### src/rtl/byte_deser.sv
// byte_deser: receive-side byte-to-word deserializer.
//
// Collects a stream of 8-bit bytes and reassembles them into NUM_BYTES-wide
// words. A start-of-word marker (sof) aligns the assembler to word
// boundaries. Each completed word goes into an output register with a
// valid/ready handshake. Overrun and misalignment errors are flagged with
// sticky bits.
//
// Parameters:
//   NUM_BYTES  bytes per output word (>=1), word width W = 8*NUM_BYTES
//   LSB_FIRST  1: byte k lands in word[8k+7:8k]
//              0: byte k lands in word[W-1-8k -: 8]
//
// Ports:
//   clk         in   1      rising-edge clock
//   rst         in   1      asynchronous active-high reset
//   byte_in     in   8      incoming byte
//   byte_valid  in   1      byte_in is valid this cycle
//   sof         in   1      with byte_valid, byte_in is byte 0 of a word
//   word_ready  in   1      downstream accepts bytes_out this cycle
//   clr_err     in   1      clears overrun and sync_err
//   bytes_out   out  W      assembled word, stable while word_valid=1
//   word_valid  out  1      bytes_out holds an unaccepted word
//   byte_num    out  IDX_W  index of the next expected byte
//   locked      out  1      high once word alignment has been found
//   overrun     out  1      sticky: a completed word was dropped
//   sync_err    out  1      sticky: sof arrived in the middle of a word
module byte_deser #(
  parameter int NUM_BYTES = 4,
  parameter bit LSB_FIRST = 1'b1,
  localparam int W     = 8 * NUM_BYTES,
  localparam int IDX_W = (NUM_BYTES > 1) ? $clog2(NUM_BYTES) : 1
) (
  input  logic             clk,
  input  logic             rst,
  input  logic [7:0]       byte_in,
  input  logic             byte_valid,
  input  logic             sof,
  input  logic             word_ready,
  input  logic             clr_err,
  output logic [W-1:0]     bytes_out,
  output logic             word_valid,
  output logic [IDX_W-1:0] byte_num,
  output logic             locked,
  output logic             overrun,
  output logic             sync_err
);

  localparam logic [IDX_W-1:0] LAST_IDX = IDX_W'(NUM_BYTES - 1);

  typedef enum logic {
    HUNT,
    COLLECT
  } state_t;

  state_t         state;
  logic [W-1:0]   asm_q;
  logic [W-1:0]   asm_next;
  logic [IDX_W-1:0] eff_idx;
  logic           accept;
  logic           complete;
  logic           sync_hit;

  // Work out which lane the current byte belongs in.
  // A sof always forces lane 0. That covers both the initial lock and
  // realignment in the middle of a word.
  // Starting a word from lane 0 throws away any partial content, so a
  // word never mixes lanes from two different words.
  always_comb begin
    accept   = byte_valid & ((state == COLLECT) | sof);
    eff_idx  = ((state == HUNT) || sof) ? '0 : byte_num;
    complete = accept & (eff_idx == LAST_IDX);
    sync_hit = byte_valid & sof & (state == COLLECT) & (byte_num != '0);
    asm_next = (eff_idx == '0) ? '0 : asm_q;
    for (int k = 0; k < NUM_BYTES; k++) begin
      if (eff_idx == IDX_W'(k)) begin
        if (LSB_FIRST)
          asm_next[8*k +: 8] = byte_in;
        else
          asm_next[W-8-8*k +: 8] = byte_in;
      end
    end
  end

  // Alignment FSM, assembly register and output register.
  // A completed word goes straight into bytes_out on the same edge that
  // captures its last byte, as long as the output slot is free or is
  // being drained on this edge. Otherwise the word is dropped and
  // overrun is set.
  // A new error on the same edge as clr_err wins, so the flag stays set.
  always_ff @(posedge clk or posedge rst) begin
    if (rst) begin
      state      <= HUNT;
      byte_num   <= '0;
      asm_q      <= '0;
      bytes_out  <= '0;
      word_valid <= 1'b0;
      locked     <= 1'b0;
      overrun    <= 1'b0;
      sync_err   <= 1'b0;
    end else begin
      case (state)
        HUNT: begin
          if (accept) begin
            state  <= COLLECT;
            locked <= 1'b1;
          end
        end
        COLLECT: begin
          state  <= COLLECT;
          locked <= 1'b1;
        end
        default: begin
          state  <= HUNT;
          locked <= 1'b0;
        end
      endcase

      if (accept) begin
        if (complete) begin
          asm_q    <= '0;
          byte_num <= '0;
        end else begin
          asm_q    <= asm_next;
          byte_num <= eff_idx + 1'b1;
        end
      end

      if (complete && (!word_valid || word_ready)) begin
        bytes_out  <= asm_next;
        word_valid <= 1'b1;
      end else if (word_valid && word_ready) begin
        word_valid <= 1'b0;
      end

      overrun  <= (complete & word_valid & ~word_ready) | (overrun & ~clr_err);
      sync_err <= sync_hit | (sync_err & ~clr_err);
    end
  end

endmodule

### config.mk
export PLATFORM = sky130hd
export DESIGN_NAME = byte_deser
export DESIGN_NICKNAME = d
export VERILOG_FILES = /design/src/rtl/byte_deser.sv
export SDC_FILE = /design/constraint.sdc
export NUM_CORES = 1
export LEC_CHECK = 0
export ABC_AREA = 0
export ABC_CLOCK_PERIOD_IN_PS = 3500
export BUFFER_PORTS_ARGS = -buffer_cell sky130_fd_sc_hd__buf_2
export CAP_MARGIN = 20
export CORE_ASPECT_RATIO = 0.6
export CORE_MARGIN = 10
export CORE_UTILIZATION = 40
export CTS_BUF_LIST = sky130_fd_sc_hd__clkbuf_8
export CTS_CLUSTER_DIAMETER = 30
export DETAILED_ROUTE_END_ITERATION = 10
export GPL_ROUTABILITY_DRIVEN = 0
export PLACE_DENSITY_LB_ADDON = 0.3
export SLEW_MARGIN = 20
export SYNTH_ARGS = -nofsm -noshare
export SYNTH_HDL_FRONTEND = slang
export SYNTH_SLANG_ARGS = --single-unit
### constraint.sdc
create_clock -name clk -period 3.5 [get_ports clk]
set_input_delay 0.175 -clock clk [delete_from_list [all_inputs] [get_ports clk]]
set_output_delay 0.175 -clock clk [all_outputs]
set_load 0.05 [all_outputs]
; Word level (Yosys, flattened, before mapping)
; Index checks and enable logic that the tools add are counted.
[word_totals]
register_bits = 71
input_bits = 14
output_inout_bits = 38
word_cells = 50
[op_classes]
n_addsub = 1
n_eq_ne = 4
muxes = 14
n_bitwise = 15
n_reduce_logical = 8
[ops]
columns = cell, count
row1 = $mux 32, 2
row2 = $mux 8, 3
row3 = $mux 16, 1
row4 = $and 1x1->1, 9
row5 = $eq 2x2->1 const B, 2
row6 = $mux 1, 4
row7 = $mux 2, 2
row8 = $pmux 1 s2, 2
row9 = $reduce_bool 2->1, 2
row10 = $not 1->1, 3
row11 = $or 1x1->1, 3
row12 = $add 2x1->2 const B, 1
row13 = $eq 2x1->1 const B, 1
row14 = $logic_and 1x1->1, 2
row15 = $logic_not 2->1, 1
row16 = $logic_or 1x1->1, 2
row17 = $ne 2x2->1 const B, 1
row18 = $logic_not 1->1, 1

; Depth between registers and ports, before layout
[logic_depth]
depth_word = 8
depth_mapped = 10
ltp_nobuf = 7

; Least setup slack after synthesis
; Ideal clock, no wire load.
[synth_timing]
kind = reg2reg
startpoint = reg byte_num[1]
endpoint = reg bytes_out[20]
setup_ps = 125
t_arrival_ps = 1910
path_stages_with_launch = 8
synth_period_minus_slack_ps = 2035
n_path_buf = 1
t_required_ps = 3375
slack_ps = 1465
path_cell_list = dfrtp_1 nand2_1 inv_1 ha_1 clkbuf_1 nor2_1 a22o_1 mux2_4
[synth_between]
elab_chain_cells = 4
elab_cells_between_ends = 8
classes_between = 2 x eq/ne / 3 x mux / 1 x bitwise / 2 x reduce/logical
[synth_lines]
columns = element, line
row1 = start: declaration, 43  ; output logic [IDX_W-1:0] byte_num,
row2 = start signal: assignment, 125  ; byte_num <= eff_idx + 1'b1;
row3 = $mux 2 (*), 71  ; eff_idx = ((state == HUNT) || sof) ? '0 : byte_num;
row4 = $logic_not 2->1 / $eq 2x2->1 (equally long branches), "74, 72"
row5 = $mux 32 / $and 1x1->1 (equally long branches), "74, 72"
row6 = $mux 16 / $logic_and 1x1->1 (equally long branches), "76, 129"
row7 = end signal: assignment, 130  ; bytes_out <= asm_next;
row8 = end: declaration, 41  ; output logic [W-1:0] bytes_out,
; Every way passes the cells marked *; elsewhere a longest branch is shown, timed or not.
; A chain may end at the register's enable or synchronous reset.

; Worst setup path in the final report
[layout_timing]
startpoint = reg state
endpoint = reg bytes_out[4]
[layout_between]
elab_chain_cells = 6
elab_cells_between_ends = 11
classes_between = 1 x eq/ne / 3 x mux / 4 x bitwise / 3 x reduce/logical
[layout_lines]
columns = element, line
row1 = start: declaration, 56  ; state_t state;
row2 = start signal: assignment, 93  ; state <= HUNT;
row3 = start signal: assignment, 105  ; state <= COLLECT;
row4 = start signal: assignment, 110  ; state <= COLLECT;
row5 = $not 1->1, --
row6 = $logic_or 1x1->1, 71
row7 = $mux 2, 71
row8 = $logic_not 2->1 / $eq 2x2->1 (equally long branches), "74, 76, 72"
row9 = $mux 32 / $and 1x1->1 (equally long branches), "74, 72"
row10 = $mux 8 / $logic_and 1x1->1 (equally long branches), "76, 129"
; Several ways; a longest one is shown, not always the timed one.

==> metrics.json <==
{
  "cpPeakStageDelay": {"value": 0.60, "unit": "ns"},
  "crit_arrival": {"value": 2.82, "unit": "ns"},
  "power.leakage": {"value": 1.756, "unit": "nW"},
  "critical_path_required": {"value": 3.72, "unit": "ns"},
  "dr_total_vias": {"value": 1878},
  "groute.usage.overall": {"value": 12.32, "unit": "%"},
  "place.port_buffers": {"value": 51},
  "die_area": {"value": 11100, "unit": "um^2"},
  "coreArea": {"value": 6820, "unit": "um^2"},
  "drc_errors": {"value": 0},
  "vdd_drop_max": {"value": 0.3550, "unit": "mV"},
  "die-width": {"value": 129.5, "unit": "um"},
  "critical_path.startpoint": {"value": "state$_DFF_PP0_"},
  "yosysTopAreaCellShare": {"value": 54.76, "unit": "%"},
  "final_min_period_over_clock_period": {"value": 74.07, "unit": "%"},
  "report.final.setup_viol": {"value": 0},
  "layout-drive-gt1-share": {"value": 40.45, "unit": "%"},
  "maxClockFrequency": {"value": 385.7, "unit": "MHz"},
  "slew_headroom": {"value": 38.90, "unit": "%"},
  "top_layer_used": {"value": "met4"},
  "fin_tns_setup": {"value": 0, "unit": "ns"},
  "power_density": {"value": 863.9, "unit": "nW/um^2"},
  "max_cap_violations": {"value": 0},
  "synth.yosys.warnings": {"value": 0},
  "cp_cell_sequence": {"value": "nor2b_1 > nand2_1 > inv_1 > ha_1 > nand3_4 > mux2_4"},
  "syn-cell-area": {"value": 2879, "unit": "um^2"},
  "finished_layout_cell_area": {"value": 3374, "unit": "um^2"},
  "initial_core_util": {"value": 42.21, "unit": "%"},
  "final.min_clock_period": {"value": 2.593, "unit": "ns"},
  "drt-total-wl": {"value": 6433, "unit": "um"},
  "finish.net_count": {"value": 281},
  "worstPathBufferInverterCount": {"value": 1},
  "met1Wirelength": {"value": 3374, "unit": "um"},
  "hp-class": {"value": "in2async"},
  "antenna_violations_before_repair": {"value": 0},
  "postCtsSetupBuffers": {"value": 0},
  "result_of_the_run": {"value": "finished with violations"},
  "grt_pass1_vias": {"value": 1973},
  "worst_skew_pair.late_latency": {"value": 0.34, "unit": "ns"},
  "multi_input_area": {"value": 1187, "unit": "um^2"},
  "clk_pin_slew": {"value": 0.07, "unit": "ns"},
  "worstSetupStartpointType": {"value": "flop"},
  "area_growth": {"value": 17.21, "unit": "%"},
  "routed_via_density": {"value": 5.305},
  "hpwlAfterDp": {"value": 4388, "unit": "um"},
  "clkSinkCount": {"value": 63},
  "worst_slack": {"value": 0.9074, "unit": "ns"},
  "holdWs": {"value": -0.02879, "unit": "ns"},
  "route.antenna.remaining_nets": {"value": 0},
  "setup.worst_path.class": {"value": "reg2reg"},
  "crit_path_max_fanout": {"value": 32},
  "most_used_standard_cell_by_instance_count_after_synthesis": {"value": "dfrtp_1"},
  "cp_slowest_cell": {"value": "nand3_4"},
  "postSynthNetCount": {"value": 230},
  "floorplan.rows": {"value": 23},
  "timing_hold_violations_final": {"value": 36},
  "slew_viol_final": {"value": 0},
  "cts_resized": {"value": 0},
  "wl_met3": {"value": 461, "unit": "um"},
  "filler_cell_count": {"value": 599},
  "root_buffer": {"value": "clkbuf_8"},
  "crit_family": {"value": "simple AND/OR/NAND/NOR gates"},
  "synth-edff-count": {"value": 0},
  "routed-wl-met2": {"value": 2523, "unit": "um"},
  "synth_flop_cell": {"value": "dfrtp_1"},
  "numCtsBuffers": {"value": 9},
  "postSynthCellCount": {"value": 212},
  "synth_top_cells_by_count": {"value": "63 x dfrtp_1, 30 x a22o_1, 24 x mux2_4"},
  "synth_async_sr_flop_share": {"value": 100.0, "unit": "%"},
  "wire_length_of_the_first_global_routing_pass": {"value": 10670, "unit": "um"},
  "timing.critical_path.to_type": {"value": "flop"},
  "cts-htree-levels": {"value": 3},
  "layout.area.seq": {"value": 1577, "unit": "um^2"},
  "timing.clock.skew": {"value": 0.01287, "unit": "ns"},
  "violations": {"value": "hold timing"},
  "dieHeight": {"value": 85.72, "unit": "um"},
  "synth.top_cells.by_area": {"value": "dfrtp_1 55%, mux2_4 13%, a22o_1 9.1%"},
  "floorplan.io_pins": {"value": 52},
  "antenna_cells": {"value": 0},
  "routed_wire_length_per_instance": {"value": 18.17, "unit": "um"},
  "detailedRoute.firstPassIterationCount": {"value": 4},
  "grt_overflow": {"value": 0},
  "dpl_cell_area": {"value": 3177, "unit": "um^2"},
  "synth_area_leader_cell": {"value": "dfrtp_1"},
  "total_power": {"value": 2.915, "unit": "mW"},
  "yosys_register_bits": {"value": 63},
  "post_cts_hold_buffer_count": {"value": 0},
  "tritoncts": {"value": "done"},
  "first_iteration_detailed_routing_drc_count": {"value": 145},
  "clock_path_buffers": {"value": 2},
  "synth_area_per_cell": {"value": 13.58, "unit": "um^2"},
  "ys_seq_area_share": {"value": 54.76, "unit": "%"},
  "place_worst_setup_slack": {"value": 0.8918, "unit": "ns"},
  "final_util": {"value": 49.48, "unit": "%"},
  "grt_max_degree": {"value": 38},
  "setup_repair_after_global_routing_missed_its_margin": {"value": "no"},
  "worstReg2RegStart": {"value": "state$_DFF_PP0_"},
  "worst_pin_slew": {"value": 0.9165, "unit": "ns"},
  "synth.lib_cells_used.distinct": {"value": 33}
}
-- layout by cell type (no fill, tap or decap), drive strengths merged --
cell | netlist | final
bufinv | 0 | 1
o22a | 1 | 1
a21o | 1 | 1
nand2 | 11 | 11
nor2b | 1 | 1
mux2 | 34 | 34
o21a | 2 | 2
clkinvlp | 0 | 1
o21ai | 7 | 7
a32oi | 4 | 4
inv | 11 | 12
buf | 6 | 52
or2 | 1 | 1
clkinv | 0 | 1
a22o | 30 | 30
ha | 4 | 4
nor3b | 9 | 9
a21oi | 6 | 6
nor2 | 2 | 2
o2111ai | 1 | 1
nand3 | 2 | 2
dfrtp | 63 | 63
o31ai | 2 | 2
nand2b | 1 | 1
o22ai | 1 | 1
mux2i | 6 | 6
clkbuf | 6 | 11
-- state kept, by name (all words and copies together), names as in the netlist --
name and cells:
bytes_out 32, word_valid 1, byte_num 2, sync_err 1
locked 1, asm_q 24, state 1, overrun 1
-- final cells by class --
| type | instances | area share (%) |
|---|---|---|
| multi-input cells | 126 | 35.19 |
| clock inverters | 4 | 1.372 |
| flip-flops and latches | 63 | 46.72 |
| inverters | 11 | 1.224 |
| well taps | 87 | 3.226 |
| repair buffers | 52 | 7.786 |
| clock buffers | 11 | 4.486 |
-- worst reg2reg max path, cell delays in order (launching register included) --
cell     delay, ns
dfrtp_1       0.45
nor2b_1       0.19
nand2_1       0.11
inv_1         0.10
ha_1          0.48
nand3_4       0.60
mux2_4        0.54
-- per-layer routing --
metal,up-vias,GRT usage [%]
met4,0,5.081
met5,-,0
met3,9,4.978
li1,882,-
met1,935,17.39
met2,52,16.06
-- path summary, 6_finish.rpt --
kind / end / slack, ns / cells after the start
worst max-delay path: bytes_out[4]$_DFFE_PP0P_ / 0.91 / 6
worst min-delay path: bytes_out[27]$_DFFE_PP0P_ / -0.03 / 2
worst max register to register: bytes_out[4]$_DFFE_PP0P_ / 0.91 / 6
worst min register to register: locked$_DFFE_PP0P_ / 0.48 / 1
max in group asynchronous: bytes_out[20]$_DFFE_PP0P_ / 2.67 / 3
min in group clk: overrun$_DFF_PP0_ / 0.04 / 2
-- through the flow --
step,hold WS [ns],cells
4_1_cts,0.003823,354
5_1_grt,0.03921,354
3_3_place_gp,0.3658,339
3_5_place_dp,0.3697,339
2_1_floorplan,0.2740,212
6_report,-0.02879,354
-- power by group --
part | switching (mW) | leakage (nW) | internal (mW)
sequential | 0.120 | 0.805 | 0.946
combinational | 0.830 | 0.849 | 0.381
clock | 0.278 | 0.103 | 0.360
-- cells by family after synthesis --
kind of cell,share of synthesized area [%]
AO/OA/AOI/OAI,15.17
adder cells (fa/ha/maj),1.738
buffers and inverters,3.998
flip-flops,54.76
multiplexers,18.51
AND/OR/NAND/NOR,5.824
(Power assumes the default switching activity.)
